[config.mk]
export PLATFORM = sky130hd
export DESIGN_NAME = load_store_unit
export DESIGN_NICKNAME = d
export VERILOG_FILES = /design/src/rtl/lsu_pkg.sv /design/src/rtl/lsu_align.sv /design/src/rtl/load_store_unit.sv
export SDC_FILE = /design/constraint.sdc
export NUM_CORES = 1
export LEC_CHECK = 0
export BUFFER_PORTS_ARGS = -buffer_cell sky130_fd_sc_hd__clkbuf_2
export CAP_MARGIN = 20
export CORE_MARGIN = 8
export CORE_UTILIZATION = 29
export DETAILED_ROUTE_END_ITERATION = 10
export PLACE_DENSITY_LB_ADDON = 0.1
export SLEW_MARGIN = 20
export SYNTH_ARGS = -nofsm -noshare
export SYNTH_HDL_FRONTEND = slang
export SYNTH_SLANG_ARGS = --single-unit
export TNS_END_PERCENT = 5
[constraint.sdc]
create_clock -name clk -period 10.35 [get_ports clk]
set_input_delay 1.035 -clock clk [delete_from_list [all_inputs] [get_ports clk]]
set_output_delay 1.035 -clock clk [all_outputs]
set_load 0.02 [all_outputs]
[src/rtl/lsu_pkg.sv]
// Shared definitions for the RV32I load/store unit: funct3 codes, FSM states,
// error codes and small decode helpers.
package lsu_pkg;

   localparam logic [2:0] F3_B  = 3'b000;
   localparam logic [2:0] F3_H  = 3'b001;
   localparam logic [2:0] F3_W  = 3'b010;
   localparam logic [2:0] F3_BU = 3'b100;
   localparam logic [2:0] F3_HU = 3'b101;

   typedef enum logic [1:0] {
      IDLE   = 2'd0,
      ACCESS = 2'd1,
      ERR    = 2'd2
   } lsu_state_e;

   localparam logic [1:0] ERR_MISALIGN = 2'b01;
   localparam logic [1:0] ERR_TIMEOUT  = 2'b10;
   localparam logic [1:0] ERR_ILLEGAL  = 2'b11;

   // Unsigned widths exist only for loads.
   function automatic logic f3_legal(input logic [2:0] f3, input logic we);
      logic ok;
      ok = 1'b0;
      if (f3 == F3_B || f3 == F3_H || f3 == F3_W) ok = 1'b1;
      else if ((f3 == F3_BU || f3 == F3_HU) && !we) ok = 1'b1;
      return ok;
   endfunction

   function automatic logic f3_misaligned(input logic [2:0] f3, input logic [1:0] a);
      logic bad;
      bad = 1'b0;
      if ((f3 == F3_H || f3 == F3_HU) && a[0]) bad = 1'b1;
      else if (f3 == F3_W && a != 2'b00) bad = 1'b1;
      return bad;
   endfunction

endpackage

[src/rtl/lsu_align.sv]
// Byte-lane steering for stores and lane extraction plus sign/zero extension
// for loads. Purely combinational.
module lsu_align
   import lsu_pkg::*;
(
   input  logic [2:0]  st_funct3_i,
   input  logic [1:0]  st_addr_i,
   input  logic [31:0] wdata_i,
   input  logic [2:0]  ld_funct3_i,
   input  logic [1:0]  ld_addr_i,
   input  logic [31:0] rdata_i,
   output logic [3:0]  wstrb_o,
   output logic [31:0] wdata_o,
   output logic [31:0] rdata_o
);

   logic [7:0]  ld_byte;
   logic [15:0] ld_half;

   // NOTE: every output of a combinational block gets a default first, so no
   // path through the case leaves it unassigned and a latch is never inferred.
   always_comb begin
      wstrb_o = 4'b1111;
      wdata_o = wdata_i;
      unique case (st_funct3_i)
         F3_B: begin
            wstrb_o = 4'b0001 << st_addr_i;
            wdata_o = {4{wdata_i[7:0]}};
         end
         F3_H: begin
            wstrb_o = st_addr_i[1] ? 4'b1100 : 4'b0011;
            wdata_o = {2{wdata_i[15:0]}};
         end
         default: ;
      endcase
   end

   always_comb begin
      ld_byte = rdata_i[7:0];
      case (ld_addr_i)
         2'd1:    ld_byte = rdata_i[15:8];
         2'd2:    ld_byte = rdata_i[23:16];
         2'd3:    ld_byte = rdata_i[31:24];
         default: ld_byte = rdata_i[7:0];
      endcase
      ld_half = ld_addr_i[1] ? rdata_i[31:16] : rdata_i[15:0];

      rdata_o = rdata_i;
      unique case (ld_funct3_i)
         F3_B:    rdata_o = {{24{ld_byte[7]}}, ld_byte};
         F3_BU:   rdata_o = {24'h0, ld_byte};
         F3_H:    rdata_o = {{16{ld_half[15]}}, ld_half};
         F3_HU:   rdata_o = {16'h0, ld_half};
         default: ;
      endcase
   end

endmodule

[src/rtl/load_store_unit.sv]
// RV32I load/store unit: request latch, IDLE/ACCESS/ERR FSM, timeout counter
// and registered memory/writeback/error outputs. Optional macro: MISALIGN_CHECK_EN.
module load_store_unit
   import lsu_pkg::*;
#(
   parameter int unsigned TIMEOUT_CYCLES = 255
) (
   input  logic        clk,
   input  logic        reset_n,
   input  logic        req_valid,
   output logic        req_ready,
   input  logic        req_we,
   input  logic [2:0]  req_funct3,
   input  logic [31:0] req_addr,
   input  logic [31:0] req_wdata,
   input  logic [4:0]  req_rd,
   output logic        mem_valid,
   input  logic        mem_ready,
   output logic [31:0] mem_addr,
   output logic        mem_we,
   output logic [3:0]  mem_wstrb,
   output logic [31:0] mem_wdata,
   input  logic [31:0] mem_rdata,
   output logic        wb_valid,
   output logic [4:0]  wb_rd,
   output logic [31:0] wb_data,
   output logic        stall,
   output logic        err,
   output logic [1:0]  err_code,
   output logic [31:0] err_addr
);

   localparam int unsigned CNT_W = (TIMEOUT_CYCLES < 2) ? 1 : $clog2(TIMEOUT_CYCLES + 1);
   localparam logic [CNT_W-1:0] TMO = CNT_W'(TIMEOUT_CYCLES);

   lsu_state_e       state_q;
   logic [CNT_W-1:0] cnt_q, cnt_d;
   logic [2:0]       funct3_q;
   logic [31:0]      addr_q;
   logic [4:0]       rd_q;

   logic        mem_valid_q, mem_we_q;
   logic [31:0] mem_addr_q, mem_wdata_q;
   logic [3:0]  mem_wstrb_q;
   logic        wb_valid_q;
   logic [4:0]  wb_rd_q;
   logic [31:0] wb_data_q;
   logic        err_q;
   logic [1:0]  err_code_q;
   logic [31:0] err_addr_q;

   logic [3:0]  st_strb;
   logic [31:0] st_data;
   logic [31:0] ld_data;
   logic        bad_align;

   lsu_align u_align (
      .st_funct3_i (req_funct3),
      .st_addr_i   (req_addr[1:0]),
      .wdata_i     (req_wdata),
      .ld_funct3_i (funct3_q),
      .ld_addr_i   (addr_q[1:0]),
      .rdata_i     (mem_rdata),
      .wstrb_o     (st_strb),
      .wdata_o     (st_data),
      .rdata_o     (ld_data)
   );

`ifdef MISALIGN_CHECK_EN
   assign bad_align = f3_misaligned(req_funct3, req_addr[1:0]);
`else
   assign bad_align = 1'b0;
`endif

   assign cnt_d = cnt_q + CNT_W'(1);

   // NOTE: sequential state uses non-blocking assignments only, so every
   // register samples pre-edge values regardless of statement order.
   always_ff @(posedge clk) begin
      if (!reset_n) begin
         state_q     <= IDLE;
         cnt_q       <= '0;
         mem_valid_q <= 1'b0;
         mem_we_q    <= 1'b0;
         mem_addr_q  <= '0;
         mem_wstrb_q <= '0;
         mem_wdata_q <= '0;
         wb_valid_q  <= 1'b0;
         wb_rd_q     <= '0;
         wb_data_q   <= '0;
         err_q       <= 1'b0;
         err_code_q  <= '0;
         err_addr_q  <= '0;
      end else begin
         wb_valid_q <= 1'b0;
         err_q      <= 1'b0;
         unique case (state_q)
            IDLE: begin
               if (req_valid) begin
                  if (!f3_legal(req_funct3, req_we)) begin
                     state_q    <= ERR;
                     err_q      <= 1'b1;
                     err_code_q <= ERR_ILLEGAL;
                     err_addr_q <= req_addr;
                  end else if (bad_align) begin
                     state_q    <= ERR;
                     err_q      <= 1'b1;
                     err_code_q <= ERR_MISALIGN;
                     err_addr_q <= req_addr;
                  end else begin
                     state_q     <= ACCESS;
                     cnt_q       <= '0;
                     mem_valid_q <= 1'b1;
                     mem_addr_q  <= {req_addr[31:2], 2'b00};
                     mem_we_q    <= req_we;
                     mem_wstrb_q <= req_we ? st_strb : 4'b0000;
                     mem_wdata_q <= req_we ? st_data : 32'h0;
                  end
               end
            end
            ACCESS: begin
               // mem_ready is checked first so it wins over a same-cycle timeout.
               if (mem_ready) begin
                  state_q     <= IDLE;
                  mem_valid_q <= 1'b0;
                  mem_we_q    <= 1'b0;
                  mem_wstrb_q <= '0;
                  if (!mem_we_q) begin
                     wb_valid_q <= (rd_q != 5'd0);
                     wb_rd_q    <= rd_q;
                     wb_data_q  <= ld_data;
                  end
               end else if ((TIMEOUT_CYCLES != 0) && (cnt_d == TMO)) begin
                  state_q     <= ERR;
                  cnt_q       <= cnt_d;
                  mem_valid_q <= 1'b0;
                  mem_we_q    <= 1'b0;
                  mem_wstrb_q <= '0;
                  err_q       <= 1'b1;
                  err_code_q  <= ERR_TIMEOUT;
                  err_addr_q  <= addr_q;
               end else begin
                  cnt_q <= cnt_d;
               end
            end
            ERR:     state_q <= IDLE;
            default: state_q <= IDLE;
         endcase
      end
   end

   // NOTE: the latched request fields carry no reset; they are only consumed
   // in ACCESS/ERR, which can only be reached after a fresh latch in IDLE.
   always_ff @(posedge clk) begin
      if (state_q == IDLE && req_valid) begin
         funct3_q <= req_funct3;
         addr_q   <= req_addr;
         rd_q     <= req_rd;
      end
   end

   assign req_ready = (state_q == IDLE);
   assign stall     = (state_q != IDLE) || (req_valid && !req_ready);

   assign mem_valid = mem_valid_q;
   assign mem_addr  = mem_addr_q;
   assign mem_we    = mem_we_q;
   assign mem_wstrb = mem_wstrb_q;
   assign mem_wdata = mem_wdata_q;
   assign wb_valid  = wb_valid_q;
   assign wb_rd     = wb_rd_q;
   assign wb_data   = wb_data_q;
   assign err       = err_q;
   assign err_code  = err_code_q;
   assign err_addr  = err_addr_q;

endmodule

== Word-level counts from Yosys, hierarchy flattened ==
Cells that the tools add are included.

* Input port bits: 109
* Output and inout port bits: 145
* Logic and storage cells: 111
* Register bits: 191

* Add/subtract/negate cells: 1
* Eq/ne operators: 18
* Shifts and indexed selects: 1
* Muxes and demuxes: 49
* Reduce and logical (&&, ||, !) cells: 22
* Bitwise operators: 4

{| class="wikitable"
|+ Operators by type and width
! cell !! number
|-
| two-way mux 32 bit || 5
|-
| case mux 32 bit (2 select lines) || 2
|-
| case mux 32 bit (4 select lines) || 1
|-
| two-way mux 4 bit || 6
|-
| two-way mux 8 bit || 3
|-
| case mux 8 bit (3 select lines) || 1
|-
| two-way mux 16 bit || 1
|-
| case mux 4 bit (2 select lines) || 2
|-
| case mux 8 bit (2 select lines) || 1
|-
| two-way mux 1 bit || 15
|-
| two-way mux 2 bit || 7
|-
| equality test 3 bit (second input constant) || 4
|-
| adder 8 x 1 -> 8 bit (second input constant) || 1
|-
| equality test 8 bit (second input constant) || 1
|-
| != test 2 bit (second input constant) || 4
|-
| case mux 2 bit (2 select lines) || 2
|-
| AND reduction 4 bit || 2
|-
| equality test 3 x 1 -> 1 bit (second input constant) || 2
|-
| zero test 3 bit || 2
|-
| case mux 1 bit (2 select lines) || 3
|-
| AND reduction 3 bit || 2
|-
| AND reduction 5 bit || 1
|-
| nonzero test 5 bit || 1
|-
| equality test 2 x 1 -> 1 bit (second input constant) || 2
|-
| other kinds (13) || 24
|}

== Depth between registers and ports, before layout ==
* Word-level depth: 11
* Gate-level depth with buffers: 8
* Depth with buffers taken out: 6

== Modules after synthesis ==
A second synthesis with hierarchy kept.

* Cells, all modules: 899
* Area, all modules: 8659.6 um^2

{| class="wikitable"
|+ Modules (own cells, without submodules)
! module !! instances !! sequential area each (um^2) !! cells an instance !! area each (um^2)
|-
| load_store_unit || 1 || 4224.1 || 739 || 7495.9
|-
| lsu_align || 1 || 0.0 || 160 || 1163.6
|}

== Least setup slack after synthesis ==
Ideal clock, no wire load.

* Kind: input to register
* From: in req_valid
* To: reg mem_addr_q[10] (netlist: mem_addr[10])
* Stages on the path: 5
* Path buffers: 1
* Arrival time: 5349 ps
* Library setup time: 132 ps
* Slack: 4869 ps
* Required time: 10218 ps
* Path through: nor3b_1 > nand2_1 > clkbuf_1 > nand2_1 > a21oi_1

* Longest elaborated chain between the ends: 1

{| class="wikitable"
|+ Ends and longest elaborated chain
! what !! RTL line !! text
|-
| start: declaration || load_store_unit.sv:10 || <nowiki>input logic req_valid,</nowiki>
|-
| AND reduction 3 bit (no line) || - ||
|-
| end signal: assignment || load_store_unit.sv:114 || <nowiki>mem_addr_q <= {req_addr[31:2], 2'b00};</nowiki>
|-
| end: declaration || load_store_unit.sv:43 || <nowiki>logic [31:0] mem_addr_q, mem_wdata_q;</nowiki>
|}

No other way between the ends.
A chain may end at the register's enable or synchronous reset.

== Worst setup path in the final report ==
* From: in req_valid
* To: reg mem_wdata_q[30] (netlist: mem_wdata[30])

* Longest elaborated chain between the ends: 1

{| class="wikitable"
|+ Ends and longest elaborated chain
! what !! RTL line !! text
|-
| AND reduction 3 bit (no line) || - ||
|-
| end signal: assignment || load_store_unit.sv:117 || <nowiki>mem_wdata_q <= req_we ? st_data : 32'h0;</nowiki>
|-
| end: declaration || load_store_unit.sv:43 ||
|}

No other way between the ends.

==> flow_summary.toml <==
[route]
route.met3.wl_um = 1952
initialDrtViolationCount = 399
wl_per_cell_um = 19.75
num_vias = 6979
wirelength_met1_um = 12350
route.detailed.drc = 0
route.met2.wl_um = 12650
routed_wl_um = 27340
viasPerCell = 5.043
dr.pass1.iters = 5
dr.max_layer_used = "met4"
antenna_left = 0

[worst_setup_path]
cp_cell_sequence = "clkbuf_2 -> nor3b_2 -> buf_4 -> and3_2 -> buf_4 -> o211ai_1 -> a21oi_1"
worst_path_max_delay_cell = "buf_4"
end_kind = "flip-flop"
criticalPathCategory = "in -> reg"
start_kind = "primary input"
crit_family = "buffers and inverters"
critPathMostFrequentCell = "buf_4"
arrival_ps = 3100
critPathMaxFanout = 62
worst-path-buf-inv = 3
crit_required_ps = 10700
slowest_delay_ps = 560

[sta]
relSlewSlack_pct = 29.66
rsz0062_at_grt = "no"
max_freq_ghz = 0.3625
period_minus_slack_ps = 2758
tns_ps = 0
setup_viol = 0
maxSlewViolCount = 0
hold_viol_final = 0
post-route-period-util_pct = 26.65
clock_skew_ps = 12.91
layout_setup_ws_ps = 7592
tightest_slew_ps = 1055

[cells_and_area]
drive_above_1_share_pct = 31.16
syn_to_final_growth_pct = 26.73
fin_nets = 1141
final-instance-count-excl-fill = 1384
fin_util_pct = 37.09
layout_common_cells = "251 x clkbuf_2, 151 x dfxtp_1, 140 x nand2_1"
design_area_sq_um = 9913
diodes = 0
final_common_cell = "clkbuf_2"

[power]
pwr_density_cell_nw_per_um2 = 176.4
p_leak_nw = 4.136
ir_drop_uv = 114.4

[clock_tree]
cts_sinks = 191
tritoncts = "yes"
cts_setup_buffers = 0
root_buffer = "clkbuf_16"
cts.path.max_buffers = 2
worstSkewPairLatency_ps = 430
numCtsBuffers = 17
cts.hold.buffers_added = 0
htree_num_levels = 4
cts_resized = 0
clk_pin_slew_worst_paths_ps = 70

[global_routing]
grt_pass1_wl_um = 42450
grt_antenna_before_repair = 0
overflow = 0
grt_usage_pct = 16.38
grt_max_degree = 63
grt_pass1_vias = 6943

[synthesis]
yosysWarnings = 0
ys_ff_latch = 191
syn_area_sq_um = 7823
ys_async_sr_fraction_pct = 0
synth_top_flop_cell = "dfxtp_1"
ys_seq_area_share_pct = 54.00
yosysTopAreaCell = "dfxtp_1"
syn_avg_cell_area_sq_um = 9.646
synth.distinct_cells = 60
syn_inst = 811
synth_edf_count = 40
netlist_top_cells_area = "dfxtp_1 39%, edfxtp_1 15%, a21oi_1 7.0%"
synth_top_area_share_pct = 38.64

[placement]
post-place-ws_ps = 7074
dp_hpwl_um = 19110
gp_congestion = 0.7728
dpl.cell_count = 1352
place_area_sq_um = 9311
io_buffers = 251

[floorplan]
die_h_um = 180.2
ios = 254
die_w_um = 180.2
dieArea_sq_um = 32490
rows = 60
initial_utilization_pct = 29.27
core_area_sq_um = 26730

[min_path]
hp-class = "reg -> reg"

[flow_run]
cap_violations = 0

[run_status]
run_status = "finished clean"
==> flip-flops by register name, summed over array words and instances (netlist names), 5 cells and up <==
register and count:
addr_q 32, cnt_q 8, err_addr 32, mem_addr 30, mem_wdata 32, rd_q 5
wb_data 32, wb_rd 5
==> power breakdown <==
group / switching, W / total (W) / internal (W)
combinational: 0.000159 / 0.000243 / 0.0000831
sequential: 0.0000306 / 0.000836 / 0.000806
clock: 0.000337 / 0.000670 / 0.000333
total: 0.000527 / 0.00175 / 0.00122
==> per-stage QoR <==
stage / hold slack (ps) / power, W
6_report: 455.1 / 0.001748
5_1_grt: 470.2 / 0.001831
4_1_cts: 458.4 / 0.001779
3_5_place_dp: 445.8 / 0.001101
3_3_place_gp: 438.8 / 0.001101
2_1_floorplan: 448.5 / 0.0009907
==> per-layer routing <==
layer  track usage, %  vias up
met5                0        -
met4            4.167        0
met3            5.907       24
met2            26.17      209
met1            20.69     3332
li1                 -     3414
==> area by class of cell <==
| class | instances | area (sq um) |
|---|---|---|
| clock inverters | 14 | 162.7 |
| repair buffers | 263 | 1346 |
| multi-input cells | 550 | 3288 |
| inverters | 7 | 26.28 |
| well taps | 341 | 426.7 |
| fillers | 2781 | 16810 |
| clock buffers | 18 | 439.2 |
| flip-flops and latches | 191 | 4224 |
==> worst min-delay path, cell delays in order (launching register included) <==
cell and delay [ps]:
dfxtp_1 310, nand2_1 50, a21oi_1 50
==> cell usage after synthesis (3+ instances only) <==
master    count
a21o_1        8
inv_1         6
nand2_1     141
nand2b_1      7
nand3_1      30
a211oi_1      5
o211a_1       3
a31oi_1       5
nor2b_1       9
a32oi_1       3
a22oi_1       6
buf_12        3
o21ai_0      44
mux2i_1       8
dfxtp_1     151
a21oi_1     109
a221o_1      32
a21boi_0      8
o31ai_1       5
clkbuf_1     51
a22o_1       32
nand4_1       3
edfxtp_1     40
buf_2         5
o211ai_1     17
o21a_1        5
nor2_1       23
mux2_2       10
==> final timing paths <==
path	start	endpoint	slack, ps	depth (start not counted)
setup / recovery	req_valid	mem_wdata[30]	7590	7
setup reg to reg	cnt_q[0]	err_addr[14]	7780	7
hold reg to reg	wb_rd[3]	wb_rd[3]	460	2
hold / removal	wb_rd[3]	wb_rd[3]	460	2
==> cell families (layout without fill, tap and decap cells) <==
| kind of cell | count (synthesis) | after routing | synth area share, % |
|---|---|---|---|
| other | 1 | 2 | 0.04794 |
| buffers and inverters | 71 | 302 | 4.302 |
| and+or+nand+nor | 231 | 231 | 13.00 |
| xor gates and xnor gates | 3 | 3 | 0.3360 |
| muxes | 19 | 19 | 2.751 |
| AOI/OAI and AO/OA | 293 | 293 | 25.24 |
| adders and majority gates | 2 | 2 | 0.3198 |
| DFF | 191 | 191 | 54.00 |
Power figures use the tool's default switching activity.
